File: config.mk
export PLATFORM = sky130hd
export DESIGN_NAME = led_frame_scheduler_flat
export DESIGN_NICKNAME = d
export VERILOG_FILES = /design/src/rtl/led_frame_scheduler_if.sv /design/src/rtl/led_frame_scheduler.sv /design/src/flat_wrapper.sv
export SDC_FILE = /design/constraint.sdc
export NUM_CORES = 1
export LEC_CHECK = 0
export ABC_AREA = 1
export CAP_MARGIN = 20
export CORE_AREA = 2 2 172 174
export CTS_CLUSTER_DIAMETER = 80
export DETAILED_ROUTE_END_ITERATION = 10
export DIE_AREA = 0 0 174 176
export PLACE_DENSITY = 0.71
export SETUP_SLACK_MARGIN = 0.1
export SYNTH_ARGS = -nofsm -noshare
export SYNTH_HDL_FRONTEND = slang
export SYNTH_SLANG_ARGS = --single-unit
File: constraint.sdc
create_clock -name sys_clk -period 9.8 [get_ports sys_clk]
set_input_delay 1.96 -clock sys_clk [delete_from_list [all_inputs] [get_ports sys_clk]]
set_output_delay 1.96 -clock sys_clk [all_outputs]
set_load 0.05 [all_outputs]
File: src/rtl/led_frame_scheduler_if.sv
// ----------------------------------------------------------------------------
// led_frame_scheduler_if
// Groups the scheduler's requester-side and driver-side signals.
//
// Handshakes:
//   requester side: req[i] is raised with req_data<i> stable and held until
//     ack[i] pulses for one cycle; the requester drops req[i] (or presents a
//     new frame) on the cycle after the ack.
//   driver side: frame_start pulses for one cycle with frame_data valid;
//     frame_data stays stable until the driver returns a one-cycle frame_done.
//
// Modports:
//   slave  : the scheduler (consumes req/req_data*/frame_done)
//   master : the environment (requesters plus serial driver)
// dbg_state mirrors the scheduler's FSM state register.
// ----------------------------------------------------------------------------
interface led_frame_scheduler_if #(
  parameter int NUM_LEDS = 6
) ();
  localparam int FW = 24 * NUM_LEDS;

  logic [1:0]    req;
  logic [FW-1:0] req_data0;
  logic [FW-1:0] req_data1;
  logic [1:0]    ack;
  logic [FW-1:0] frame_data;
  logic          frame_start;
  logic          frame_done;
  logic          busy;
  logic          cur_owner;
  logic [2:0]    dbg_state;

  modport slave (
    input  req, req_data0, req_data1, frame_done,
    output ack, frame_data, frame_start, busy, cur_owner, dbg_state
  );

  modport master (
    output req, req_data0, req_data1, frame_done,
    input  ack, frame_data, frame_start, busy, cur_owner, dbg_state
  );
endinterface

File: src/rtl/led_frame_scheduler.sv
// ----------------------------------------------------------------------------
// led_frame_scheduler
// Arbitrates two frame requesters (0 = renderer, 1 = overlay) round-robin,
// latches the winning frame, hands it to the serial LED driver with a
// start/done handshake, enforces the latch gap after each frame and re-sends
// the held frame periodically while nobody requests.
//
// Ports:
//   sys_clk  : system clock
//   sys_rst  : asynchronous, active-high reset
//   bus      : led_frame_scheduler_if.slave
//              req/req_data0/req_data1/ack : requester handshake
//              frame_data/frame_start/frame_done : driver handshake
//              busy (not IDLE), cur_owner (source of held frame),
//              dbg_state (FSM state)
// ----------------------------------------------------------------------------
module led_frame_scheduler #(
  parameter int NUM_LEDS       = 6,
  parameter int GAP_CYCLES     = 2500,
  parameter int REFRESH_CYCLES = 1000000
) (
  input  logic                   sys_clk,
  input  logic                   sys_rst,
  led_frame_scheduler_if.slave   bus
);
  localparam int FW = 24 * NUM_LEDS;
  localparam int GW = (GAP_CYCLES > 1) ? $clog2(GAP_CYCLES) : 1;
  localparam int RW = (REFRESH_CYCLES > 1) ? $clog2(REFRESH_CYCLES) : 1;
  localparam logic [GW-1:0] GAP_LAST     = GW'(GAP_CYCLES - 1);
  localparam logic [RW-1:0] REFRESH_LAST = RW'(REFRESH_CYCLES - 1);

  typedef enum logic [2:0] {
    S_IDLE  = 3'd0,
    S_LOAD  = 3'd1,
    S_START = 3'd2,
    S_SEND  = 3'd3,
    S_GAP   = 3'd4
  } state_t;

  state_t        state_q, state_d;
  logic [FW-1:0] frame_q;
  logic          owner_q;
  logic          rr_q;          // requester favoured on a tie
  logic          held_valid_q;  // a frame has been captured since reset
  logic [GW-1:0] gap_cnt_q;
  logic [RW-1:0] refresh_cnt_q; // IDLE cycles since the last frame_start
  logic          winner;
  logic          load_go;

  // Winner is the sole requester, or the rr-favoured one on a tie.
  always_comb begin
    winner = rr_q;
    case (bus.req)
      2'b01:   winner = 1'b0;
      2'b10:   winner = 1'b1;
      default: winner = rr_q;
    endcase
  end

  // A request withdrawn before its ack leaves LOAD without capturing.
  assign load_go = (state_q == S_LOAD) && (|bus.req);

  always_ff @(posedge sys_clk or posedge sys_rst) begin
    if (sys_rst) state_q <= S_IDLE;
    else         state_q <= state_d;
  end

  // Next state and handshake outputs. Requests take priority over refresh
  // expiry in IDLE; req and stray frame_done are ignored outside their states.
  always_comb begin
    state_d         = state_q;
    bus.ack         = 2'b00;
    bus.frame_start = 1'b0;
    bus.busy        = (state_q != S_IDLE);
    bus.dbg_state   = state_q;
    case (state_q)
      S_IDLE: begin
        if (|bus.req)
          state_d = S_LOAD;
        else if (held_valid_q && (refresh_cnt_q == REFRESH_LAST))
          state_d = S_START;
      end
      S_LOAD: begin
        if (load_go) begin
          bus.ack = winner ? 2'b10 : 2'b01;
          state_d = S_START;
        end else begin
          state_d = S_IDLE;
        end
      end
      S_START: begin
        bus.frame_start = 1'b1;
        state_d         = S_SEND;
      end
      S_SEND: begin
        if (bus.frame_done) state_d = S_GAP;
      end
      S_GAP: begin
        if (gap_cnt_q == GAP_LAST) state_d = S_IDLE;
      end
      default: state_d = S_IDLE;
    endcase
  end

  always_ff @(posedge sys_clk or posedge sys_rst) begin
    if (sys_rst) begin
      frame_q       <= '0;
      owner_q       <= 1'b0;
      rr_q          <= 1'b0;
      held_valid_q  <= 1'b0;
      gap_cnt_q     <= '0;
      refresh_cnt_q <= '0;
    end else begin
      if (load_go) begin
        frame_q      <= winner ? bus.req_data1 : bus.req_data0;
        owner_q      <= winner;
        held_valid_q <= 1'b1;
        rr_q         <= ~winner;
      end

      if ((state_q == S_SEND) && bus.frame_done)
        gap_cnt_q <= '0;
      else if ((state_q == S_GAP) && (gap_cnt_q != GAP_LAST))
        gap_cnt_q <= gap_cnt_q + GW'(1);

      // Saturates so a long idle stretch before the first capture cannot wrap.
      if (state_q == S_START)
        refresh_cnt_q <= '0;
      else if ((state_q == S_IDLE) && (refresh_cnt_q != REFRESH_LAST))
        refresh_cnt_q <= refresh_cnt_q + RW'(1);
    end
  end

  assign bus.frame_data = frame_q;
  assign bus.cur_owner  = owner_q;

endmodule

File: src/flat_wrapper.sv
// flat-port wrapper written by rule: the top's interface ports become plain ports
module led_frame_scheduler_flat 
#(
  parameter int NUM_LEDS       = 6,
  parameter int GAP_CYCLES     = 2500,
  parameter int REFRESH_CYCLES = 1000000
)
  (sys_clk, sys_rst, bus_req, bus_req_data0, bus_req_data1, bus_frame_done, bus_ack, bus_frame_data, bus_frame_start, bus_busy, bus_cur_owner, bus_dbg_state);
  led_frame_scheduler_if #(.NUM_LEDS(NUM_LEDS)) bus_i ();
  input  logic sys_clk;
  input  logic sys_rst;
  input wire logic [$bits(bus_i.req)-1:0] bus_req;
  input wire logic [$bits(bus_i.req_data0)-1:0] bus_req_data0;
  input wire logic [$bits(bus_i.req_data1)-1:0] bus_req_data1;
  input wire logic [$bits(bus_i.frame_done)-1:0] bus_frame_done;
  output wire logic [$bits(bus_i.ack)-1:0] bus_ack;
  output wire logic [$bits(bus_i.frame_data)-1:0] bus_frame_data;
  output wire logic [$bits(bus_i.frame_start)-1:0] bus_frame_start;
  output wire logic [$bits(bus_i.busy)-1:0] bus_busy;
  output wire logic [$bits(bus_i.cur_owner)-1:0] bus_cur_owner;
  output wire logic [$bits(bus_i.dbg_state)-1:0] bus_dbg_state;
  assign bus_i.req = bus_req;
  assign bus_i.req_data0 = bus_req_data0;
  assign bus_i.req_data1 = bus_req_data1;
  assign bus_i.frame_done = bus_frame_done;
  assign bus_ack = bus_i.ack;
  assign bus_frame_data = bus_i.frame_data;
  assign bus_frame_start = bus_i.frame_start;
  assign bus_busy = bus_i.busy;
  assign bus_cur_owner = bus_i.cur_owner;
  assign bus_dbg_state = bus_i.dbg_state;
  led_frame_scheduler #(.NUM_LEDS(NUM_LEDS), .GAP_CYCLES(GAP_CYCLES), .REFRESH_CYCLES(REFRESH_CYCLES)) u_core (.sys_clk(sys_clk), .sys_rst(sys_rst), .bus(bus_i));
endmodule
# Word-level counts from Yosys, hierarchy flattened
# Index checks and enable logic that the tools add are counted.
[totals] output_inout_bits=152 ff_bits=182 word_cells=50
[op_classes] bitwise=1 n_eq_ne=13 mux=16 reduce_logical=11 addsub=2
[op_table] cell="144-bit two-way mux" count=1
[op_table] cell="20-bit two-way mux" count=2
[op_table] cell="12-bit two-way mux" count=2
[op_table] cell="20-bit by 1-bit adder with 20-bit output, second input constant" count=1
[op_table] cell="20-bit equality test, second input constant" count=1
[op_table] cell="20-bit inequality test, second input constant" count=1
[op_table] cell="3-bit one-hot mux with 5 select lines" count=1
[op_table] cell="12-bit by 1-bit adder with 12-bit output, second input constant" count=1
[op_table] cell="12-bit equality test, second input constant" count=1
[op_table] cell="3-bit two-way mux" count=4
[op_table] cell="12-bit inequality test, second input constant" count=1
[op_table] cell="2-bit two-way mux" count=4
[op_table] cell="3-bit by 2-bit equality test with 1-bit output, second input constant" count=2
[op_table] cell="1-bit logical AND" count=5
[op_table] cell="2-bit nonzero test" count=2
[op_table] cell="3-bit by 1-bit equality test with 1-bit output, second input constant" count=1
[op_table] cell="3-bit equality test, second input constant" count=1
[op_table] cell="3-bit logical NOT" count=1
[op_table] cell="3-bit by 1-bit inequality test with 1-bit output, second input constant" count=1
[op_table] cell="3-bit AND reduction" count=1
[op_table] cell="3-bit nonzero test" count=1
[op_table] cell="2-bit by 1-bit equality test with 1-bit output, second input constant" count=1
[op_table] cell="2-bit equality test, second input constant" count=1
[op_table] cell="2-bit by 1-bit inequality test with 1-bit output, second input constant" count=1
[op_table] cell="5 further kinds" count=5

# Longest topological paths before layout
# Gate-level depths: netlist of the first run.
[depth] word_depth=5 mapped_depth=11 ltp_nobuf=9

# Worst setup path before layout of the first run
# No wires, ideal clock.
[synth_timing] path_kind="in2out" start="input port bus_req[0]" end="output port bus_ack[0]" t_arrival_ps=3162 slack_ps=4678 required_ps=7840 stages=8 cell_sequence="inv_1 > ha_1 > inv_1 > o21ai_0 > inv_1 > nor2_1 > buf_4 > buf_2"
[synth_via] elab_chain_len=5
[synth_lines] item="start, declared" line="flat_wrapper.sv:12" rtl="input wire logic [$bits(bus_i.req)-1:0] bus_req;"
[synth_lines] item="2-bit equality test / 2-bit by 1-bit equality test with 1-bit output (equally long branches)" line="led_frame_scheduler.sv:53" rtl="case (bus.req)"
[synth_lines] item="1-bit one-hot mux with 2 select lines" line="led_frame_scheduler.sv:53"
[synth_lines] item="2-bit two-way mux" line="led_frame_scheduler.sv:85" rtl="bus.ack = winner ? 2'b10 : 2'b01;"
[synth_lines] item="2-bit two-way mux *" line="led_frame_scheduler.sv:84" rtl="if (load_go) begin"
[synth_lines] item="2-bit two-way mux *" line="led_frame_scheduler.sv:76" rtl="case (state_q)"
[synth_lines] item="end, declared" line="flat_wrapper.sv:16" rtl="output wire logic [$bits(bus_i.ack)-1:0] bus_ack;"
# Every way passes the cells marked *; elsewhere a longest branch is shown, timed or not.

# Worst setup path in the final report of the first run
[layout_timing] start="input port bus_req[1]" end="output port bus_ack[1]"
# The elaborated chain is that of the path after synthesis.

==> flow_summary.json, run 1 <==
{
  "outcome": "completed",
  "dr_total_vias": 9199,
  "clock_path_buffers": 2,
  "grt_max_degree": 120,
  "count_of_fill_cells_added_during_filler_insertion": 2742,
  "cts_resized": 0,
  "synth-seq-area-share": 0.517,
  "chipWidth_um": 174,
  "grt_remaining_overflow": 0,
  "peakVddDrop_mv": 0.172,
  "mappedNetlistArea_sq_um": 8800,
  "finalWeightedCongestion": 0.909,
  "worst-endpoint-required_ns": 7.84,
  "post-place-cells": 1914,
  "syn_nets": 1434,
  "static-leakage-power_nw": 6.23,
  "regToRegEndpoint": "u_core.bus.frame_data[31]",
  "synth_edf_count": 0,
  "dieArea_sq_um": 30600,
  "core-area_sq_um": 28500,
  "layout_common_cells": "nand2_1, clkdlybuf4s50_1, nand3_1",
  "worst_slew_pin_slew_ns": 0.942,
  "yosysWarningCount": 0,
  "synth_cell_type_count": 28,
  "drv_cap": 0,
  "die_h_um": 176,
  "dpl-instance-area_sq_um": 13400,
  "synth_top_area_frac": 0.517,
  "std_cell_rows": 62,
  "post_cts_setup_buffer_count": 0,
  "track_usage": 0.207,
  "final_design_area_no_fill_sq_um": 14000,
  "post_synth.cell_area_avg_sq_um": 7.74,
  "detail_route.first_pass.iterations": 4,
  "layout-drive-gt1-share": 0.0346,
  "timing.max_slew.rel_slack": 0.372,
  "final_period_utilization": 0.710,
  "io_buffer_count": 444,
  "critical_path.max_fanout": 71,
  "clock-skew-final_ns": 0.0111,
  "post_cts_hold_buffer_count": 0,
  "route.antenna.remaining_nets": 0,
  "finish.cell_count_without_fillers": 1949,
  "fmax_mhz": 144,
  "startpoint_type": "primary input",
  "antenna_violations_before_repair": 4,
  "flop_to_flop_setup_slack_ns": 6.60,
  "timing.reg2reg.worst_path_depth": 7,
  "crit_type": "in2out",
  "min-delay-path-class": "reg2reg",
  "number_of_drc_markers_in_iteration_0": 514,
  "postLayoutCoreUtil": 0.491,
  "layout-area-overhead-vs-synth_pct": 59.3,
  "grt_pass1_vias": 9018,
  "yosysTopAreaCell": "dfrtp_1",
  "initial_core_util": 0.308,
  "worst_skew_pair.late_latency_ns": 0.45,
  "period_needed_ns": 6.96,
  "clkTransAtPathRegs_ns": 0.07,
  "worstSetupEndpointType": "output pin",
  "setup_failing_eps_final": 0,
  "io_pins": 445,
  "drc_errors": 0,
  "setup.worst_path.end": "bus_ack[1]",
  "cts-htree-levels": 4,
  "rsz0062_at_grt": "no",
  "powerDensity_nw_per_um2": 332,
  "layout_commonest_cell": "nand2_1",
  "routed_wl_um": 32300,
  "setup.worst_path.start": "bus_req[1]",
  "crit_arrival_ns": 5.00,
  "syn_inst": 1137,
  "setup-tns-final_ns": 0,
  "grt_pass1_wl_um": 49600,
  "cts_tree": "yes",
  "drt-vias-per-instance": 4.72,
  "tritoncts_num_sinks": 182,
  "average_routed_wire_per_standard_cell_um": 16.6,
  "num-nets-final": 1846,
  "cts_made_buffers": 17,
  "synth_ff_type": "dfrtp_1",
  "largest_cells_by_area_after_synthesis": "dfrtp_1, nand2_1, nand3_1",
  "ys_ff_latch": 182,
  "timing_hold_violations_final": 0,
  "clk_root_buffer_cell": "clkbuf_16",
  "finalMaxSlewViolations": 0,
  "detailedPlacementHpwl_um": 23700,
  "async_reset_ff_frac": 1.00,
  "worst_r2r_startpoint": "u_core.bus.dbg_state[2]"
}
[per-stage QoR]
stage,power (mW),hold WS [ns],setup WS (ns)
after detailed placement,3.94,0.461,2.79
after global placement,3.91,0.468,2.78
after global routing,4.90,0.504,2.62
final,4.66,0.477,2.84
after floorplan,3.00,0.440,2.90
after CTS,4.70,0.478,2.79
[synthesized netlist by cell type (2+ instances only)]
master	n
a21oi_1	2
dfrtp_1	182
nand3_1	184
nor3_1	6
nand2_2	2
nor2_1	45
nor2_2	3
nand4_1	21
inv_1	38
buf_2	16
buf_4	9
buf_6	18
o21ai_0	7
nand2_1	561
or2_2	4
xnor2_1	3
ha_1	4
xor2_1	9
clkbuf_1	13
nor2_4	2
[worst min path at each step]
| stage | endpoint | startpoint | cells after the start |
|---|---|---|---|
| finish | u_core.held_valid_q | u_core.held_valid_q | 1 |
| floorplan | u_core.held_valid_q | u_core.held_valid_q | 1 |
| CTS | u_core.held_valid_q | u_core.held_valid_q | 1 |
| global route | u_core.held_valid_q | u_core.held_valid_q | 1 |
| global placement | u_core.held_valid_q | u_core.held_valid_q | 1 |
| detailed placement | u_core.held_valid_q | u_core.held_valid_q | 1 |
[area by class of cell]
class                      instances  area, sq um  share of cell area
tap                              384          480              0.0343
sequential                       182         4550               0.325
multi-input combinational        858         3700               0.264
inverter                          40          160              0.0114
clock inverter                    14          186              0.0133
antenna                            3         7.51            0.000535
timing repair buffer             450         4490               0.320
clock buffer                      18          439              0.0313
[worst max-delay path, stage by stage]
cell	delay [ns]
clkdlybuf4s50_1	0.48
inv_1	0.05
ha_1	0.22
nor4_4	0.26
inv_4	0.32
nor2_4	0.16
buf_4	0.58
clkdlybuf4s50_1	0.93
[metal layers]
| metal | GRT usage | share of wire | vias to the layer above |
|---|---|---|---|
| met5 | 0 | 0 | - |
| met3 | 0.0614 | 0.082 | 64 |
| li1 | - | - | 4432 |
| met1 | 0.252 | 0.41 | 4298 |
| met2 | 0.334 | 0.47 | 405 |
| met4 | 0.105 | 0.040 | 0 |
[cells by family (layout without fill, tap and decap cells)]
| family | after synthesis | count (layout) | synth area share |
|---|---|---|---|
| AOI/OAI and AO/OA | 11 | 11 | 0.00682 |
| other | 0 | 3 | 0 |
| buffers and inverters | 97 | 522 | 0.0633 |
| xor gates and xnor gates | 12 | 12 | 0.0119 |
| and+or+nand+nor | 831 | 831 | 0.395 |
| DFF | 182 | 182 | 0.517 |
| adders and majority gates | 4 | 4 | 0.00569 |
[flip-flops by register name, indices dropped and copies added (netlist names)]
name,flops
u_core.held_valid_q,1
u_core.bus.cur_owner,1
u_core.bus.dbg_state,3
u_core.gap_cnt_q,12
u_core.bus.frame_data,144
u_core.rr_q,1
u_core.refresh_cnt_q,20
[power by group]
group	internal, mW	switching [mW]
registers	1.07	0.195
logic	0.859	1.79
clock network	0.416	0.332
No activity file was read; power rests on OpenSTA's default activity.
==> run 2, diff against run 1 <==
--- a/config.mk
+++ b/config.mk
@@ -11,7 +11,7 @@
 export CTS_CLUSTER_DIAMETER = 80
 export DETAILED_ROUTE_END_ITERATION = 10
 export DIE_AREA = 0 0 174 176
-export PLACE_DENSITY = 0.71
+export PLACE_DENSITY = 0.74
 export SETUP_SLACK_MARGIN = 0.1
 export SYNTH_ARGS = -nofsm -noshare
 export SYNTH_HDL_FRONTEND = slang
==> constraint.sdc (replaced) <==
create_clock -name sys_clk -period 6.1 [get_ports sys_clk]
set_input_delay 1.22 -clock sys_clk [delete_from_list [all_inputs] [get_ports sys_clk]]
set_output_delay 1.22 -clock sys_clk [all_outputs]
set_load 0.05 [all_outputs]
==> run 2 against run 1 <==
Effect of this change:
- wire length shrank 1.6%
- setup slack lost 1.6 ns
- combinational power grew 60%
- via count shrank 1.4%
- worst hold slack gained 0.013 ns
- critical path type unchanged
- critical endpoint unchanged
==> flow_summary.json, run 2 (synthesis gave the netlist of run 1 again) <==
{
  "final_period_utilization": 0.798,
  "clkTransAtPathRegs_ns": 0.07,
  "worst-endpoint-required_ns": 4.88,
  "cts-htree-levels": 4,
  "worst_slew_pin_slew_ns": 1.01,
  "period_needed_ns": 4.87,
  "power_mw": 7.40,
  "clock_path_buffers": 2,
  "min-delay-path-class": "reg2reg",
  "post_cts_hold_buffer_count": 0,
  "fmax_mhz": 206,
  "drc_errors": 0,
  "layout-drive-gt1-share": 0.0327,
  "layout_common_cells": "nand2_1, clkdlybuf4s50_1, nand3_1",
  "cts_tree": "yes",
  "setup_failing_eps_final": 0,
  "finalMaxSlewViolations": 0,
  "routed_wl_um": 31800,
  "detailedPlacementHpwl_um": 22700,
  "detail_route.first_pass.iterations": 4,
  "io_buffer_count": 444,
  "clock-skew-final_ns": 0.00832,
  "timing_hold_violations_final": 0,
  "layout-area-overhead-vs-synth_pct": 58.8,
  "peakVddDrop_mv": 0.307,
  "route.antenna.remaining_nets": 0,
  "average_routed_wire_per_standard_cell_um": 16.3,
  "setup-tns-final_ns": 0,
  "grt_pass1_wl_um": 49400,
  "die_h_um": 176,
  "clk_root_buffer_cell": "clkbuf_16",
  "dieArea_sq_um": 30600,
  "largest_reg_flops": 144,
  "gr-usage-met2": 0.339,
  "cts_made_buffers": 17,
  "timing.max_slew.rel_slack": 0.325,
  "cpMostUsedCell": "clkdlybuf4s50_1",
  "crit_type": "in2out",
  "core-area_sq_um": 28500,
  "initial_core_util": 0.308,
  "track_usage": 0.203,
  "layout_commonest_cell": "nand2_1",
  "finalWeightedCongestion": 0.872,
  "grt_max_degree": 182,
  "tritoncts_num_sinks": 182,
  "met3_usage": 0.0635,
  "grt_remaining_overflow": 0,
  "worst_skew_pair.late_latency_ns": 0.44,
  "timing.critical_path.slowest_stage_cell": "clkdlybuf4s50_1",
  "drt-vias-per-instance": 4.66,
  "chipWidth_um": 174,
  "crit_path_cell_trace": "clkdlybuf4s50_1 -> inv_1 -> ha_1 -> nor4_4 -> inv_4 -> nor2_4 -> clkdlybuf4s50_1",
  "static-leakage-power_nw": 6.20,
  "rsz0062_at_grt": "no",
  "post_cts_setup_buffer_count": 0,
  "count_of_fill_cells_added_during_filler_insertion": 2720,
  "drv_cap": 0,
  "timing.reg2reg.worst_path_depth": 7,
  "std_cell_rows": 62,
  "io_pins": 445,
  "startpoint_type": "primary input",
  "antenna_violations_before_repair": 3,
  "num-nets-final": 1846,
  "powerDensity_nw_per_um2": 530,
  "grt.met1_usage": 0.247,
  "outcome": "completed",
  "cts_resized": 0,
  "min_delay_path_depth": 1,
  "dr_total_vias": 9070,
  "critical_path.max_fanout": 74,
  "grt_pass1_vias": 9001,
  "crit_arrival_ns": 3.65,
  "worstSetupEndpointType": "output pin",
  "worst_path_largest_cell_delay_ns": 0.82,
  "number_of_drc_markers_in_iteration_0": 494,
  "grt_most_used_layer": "met2"
}
-- run 2: changes by cell type in the layout (fill, tap and decap cells not counted), sizes merged --
| cell | before | now |
|---|---|---|
| clkbuf | 18 | 20 |
| diode | 3 | 2 |
| clkinv | 3 | 4 |
| clkinvlp | 2 | 5 |
| bufinv | 3 | 2 |
| inv | 46 | 40 |
-- run 2: metal layers --
| layer | vias up | wire, um |
|---|---|---|
| met5 | - | 13 |
| met4 | 2 | 790 |
| met3 | 44 | 2520 |
| met2 | 359 | 15400 |
| met1 | 4248 | 13100 |
| li1 | 4417 | - |
-- run 2: worst max-delay path, delay by kind of cell --
family	cells	cell delay [ns]
buffers and inverters	4	1.72
and+or+nand+nor	2	0.48
adders and majority gates	1	0.22
-- run 2: cell type report --
class	count	area, sq um	share of cell area
antenna	2	5.00	0.000358
multi-input combinational	858	3700	0.265
timing repair buffer	450	4500	0.322
tap	384	480	0.0344
clock inverter	11	126	0.00904
inverter	40	156	0.0112
clock buffer	20	447	0.0320
sequential	182	4550	0.326
-- run 2: final timing paths --
kind                                          from                         to  slack [ns]
setup / recovery                        bus_req[1]                 bus_ack[1]        1.23
setup reg to reg           u_core.bus.dbg_state[2]  u_core.bus.frame_data[98]        2.80
hold reg to reg                u_core.held_valid_q        u_core.held_valid_q        0.49
min in group asynchronous                  sys_rst  u_core.bus.frame_data[92]        1.02
hold / removal                 u_core.held_valid_q        u_core.held_valid_q        0.49
max in group asynchronous                  sys_rst  u_core.bus.frame_data[35]        3.90
-- run 2: stage by stage --
| step | area (sq um) | utilization | hold slack [ns] | worst slack [ns] | std cells |
|---|---|---|---|---|---|
| 2_1_floorplan | 8800 | - | 0.440 | 2.46 | 1137 |
| 4_1_cts | 14000 | 0.489 | 0.489 | 1.21 | 1945 |
| 6_report | 14000 | 0.489 | 0.490 | 1.23 | 1947 |
| 3_5_place_dp | 13400 | 0.469 | 0.468 | 1.22 | 1914 |
| 3_3_place_gp | 13400 | 0.469 | 0.468 | 1.29 | 1914 |
| 5_1_grt | 14000 | 0.489 | 0.499 | 1.09 | 1947 |
-- run 2: where the power goes --
part           internal [mW]  switching [mW]  leakage [nW]
Clock                  0.615           0.502         0.269
Sequential              1.71           0.323          2.30
Combinational           1.38            2.87          3.64
==> run 3, diff against run 2 <==
==> constraint.sdc (replaced) <==
create_clock -name sys_clk -period 4.1 [get_ports sys_clk]
set_input_delay 0.82 -clock sys_clk [delete_from_list [all_inputs] [get_ports sys_clk]]
set_output_delay 0.82 -clock sys_clk [all_outputs]
set_load 0.05 [all_outputs]
==> run 3 against run 2 <==
Effect of this change:
- register-to-register slack got worse by 1.3 ns
- via count rose by 1.2%
- worst hold slack got worse by 0.00053 ns
- non-clock buffer count rose by 2
- first-iteration DRC count rose by 7.5%
- sequential share of layout area fell by 0.20 points
- count of clock-buffer cells in the layout fell by 1
- clock skew rose by 0.0026 ns
- combinational power rose by 49%
- setup slack got worse by 0.44 ns
- cell area rose by 0.61%
==> flow_summary.json, run 3 (synthesis gave the netlist of run 1 again) <==
{
  "setup-tns-final_ns": 0,
  "largest_reg_flops": 144,
  "startpoint_type": "primary input",
  "drv_cap": 0,
  "detail_route.first_pass.iterations": 6,
  "layout-drive-gt1-share": 0.0364,
  "die_h_um": 176,
  "finalWeightedCongestion": 0.848,
  "average_routed_wire_per_standard_cell_um": 16.1,
  "cts_resized": 0,
  "met3_usage": 0.0618,
  "powerDensity_nw_per_um2": 790,
  "worstSetupEndpointType": "output pin",
  "layout_common_cells": "nand2_1, clkdlybuf4s50_1, nand3_1",
  "grt.met1_usage": 0.247,
  "post-place-cells": 1916,
  "io_buffer_count": 444,
  "grt_pass1_vias": 9109,
  "core-area_sq_um": 28500,
  "layout_commonest_cell": "nand2_1",
  "fmax_mhz": 302,
  "routed_wl_um": 31500,
  "timing.max_slew.rel_slack": 0.361,
  "drt-vias-per-instance": 4.71,
  "finalMaxSlewViolations": 0,
  "worst-endpoint-required_ns": 3.28,
  "cts_tree": "yes",
  "track_usage": 0.202,
  "final_period_utilization": 0.807,
  "grt_most_used_layer": "met2",
  "outcome": "completed",
  "cts-htree-levels": 4,
  "critical_path.max_fanout": 2,
  "power_mw": 11.1,
  "min_delay_path_depth": 1,
  "timing_hold_violations_final": 0,
  "worst_skew_pair.late_latency_ns": 0.44,
  "gr-usage-met2": 0.338,
  "drc_errors": 0,
  "std_cell_rows": 62,
  "clk_root_buffer_cell": "clkbuf_16",
  "tritoncts_num_sinks": 182,
  "crit_type": "in2out",
  "postLayoutCoreUtil": 0.492,
  "post_cts_hold_buffer_count": 0,
  "dr_total_vias": 9179,
  "static-leakage-power_nw": 6.25,
  "final_design_area_no_fill_sq_um": 14100,
  "pre_cts_ws_ns": 0.627,
  "finish.cell_count_without_fillers": 1950,
  "number_of_drc_markers_in_iteration_0": 531,
  "timing.reg2reg.worst_path_depth": 7,
  "cts_made_buffers": 17,
  "setup_failing_eps_final": 0,
  "clock_path_buffers": 2,
  "grt_pass1_wl_um": 49300,
  "post_cts_setup_buffer_count": 0,
  "antenna_violations_before_repair": 4,
  "worst_slew_pin_slew_ns": 0.959,
  "chipWidth_um": 174,
  "initial_core_util": 0.308,
  "layout-area-overhead-vs-synth_pct": 59.7,
  "num-nets-final": 1848,
  "route.antenna.remaining_nets": 0,
  "grt_remaining_overflow": 0,
  "detailedPlacementHpwl_um": 22900,
  "period_needed_ns": 3.31,
  "finalWorstSetupSlack_ns": 0.792,
  "min-delay-path-class": "reg2reg",
  "grt_max_degree": 146,
  "rsz0062_at_grt": "no",
  "final.hold.worst_slack_ns": 0.489,
  "crit_arrival_ns": 2.49,
  "count_of_fill_cells_added_during_filler_insertion": 2700,
  "dieArea_sq_um": 30600,
  "clock-skew-final_ns": 0.0110,
  "dpl-instance-area_sq_um": 13400,
  "io_pins": 445,
  "clkTransAtPathRegs_ns": 0.07,
  "peakVddDrop_mv": 0.465
}
[run 3: critical path, cell delays in order]
cell and delay [ns]:
clkdlybuf4s50_1 0.49, inv_1 0.05, ha_1 0.26, inv_1 0.04, o21ai_0 0.34, inv_1 0.13
nor2_4 0.19, buf_12 0.15
[run 3: layout make-up]
cell class,instances,area [sq um],area share
tap,384,480,0.0342
antenna,2,5.00,0.000356
clock inverter,13,168,0.0119
timing repair buffer,452,4550,0.324
multi-input combinational,858,3700,0.263
sequential,182,4550,0.324
inverter,40,156,0.0111
clock buffer,19,443,0.0315
[run 3: power breakdown]
group	switching [mW]	internal, mW	leakage, nW
Combinational	4.26	2.08	3.66
Clock	0.761	0.985	0.295
Sequential	0.482	2.55	2.30
[run 3: path summary, 6_finish.rpt]
path / slack [ns] / start / endpoint
max: 0.79 / bus_req[1] / bus_ack[0]
min: 0.49 / u_core.held_valid_q / u_core.held_valid_q
max reg2reg: 1.52 / u_core.bus.dbg_state[0] / u_core.bus.frame_data[16]
min reg2reg: 0.49 / u_core.held_valid_q / u_core.held_valid_q
max in group asynchronous: 2.31 / sys_rst / u_core.bus.frame_data[9]
min in group asynchronous: 0.62 / sys_rst / u_core.bus.frame_data[111]
[run 3: metal layers]
layer  wire length, um  up-vias
li1                  -     4432
met2             15300      362
met5                13        -
met3              2520       46
met4               707        2
met1             12900     4337
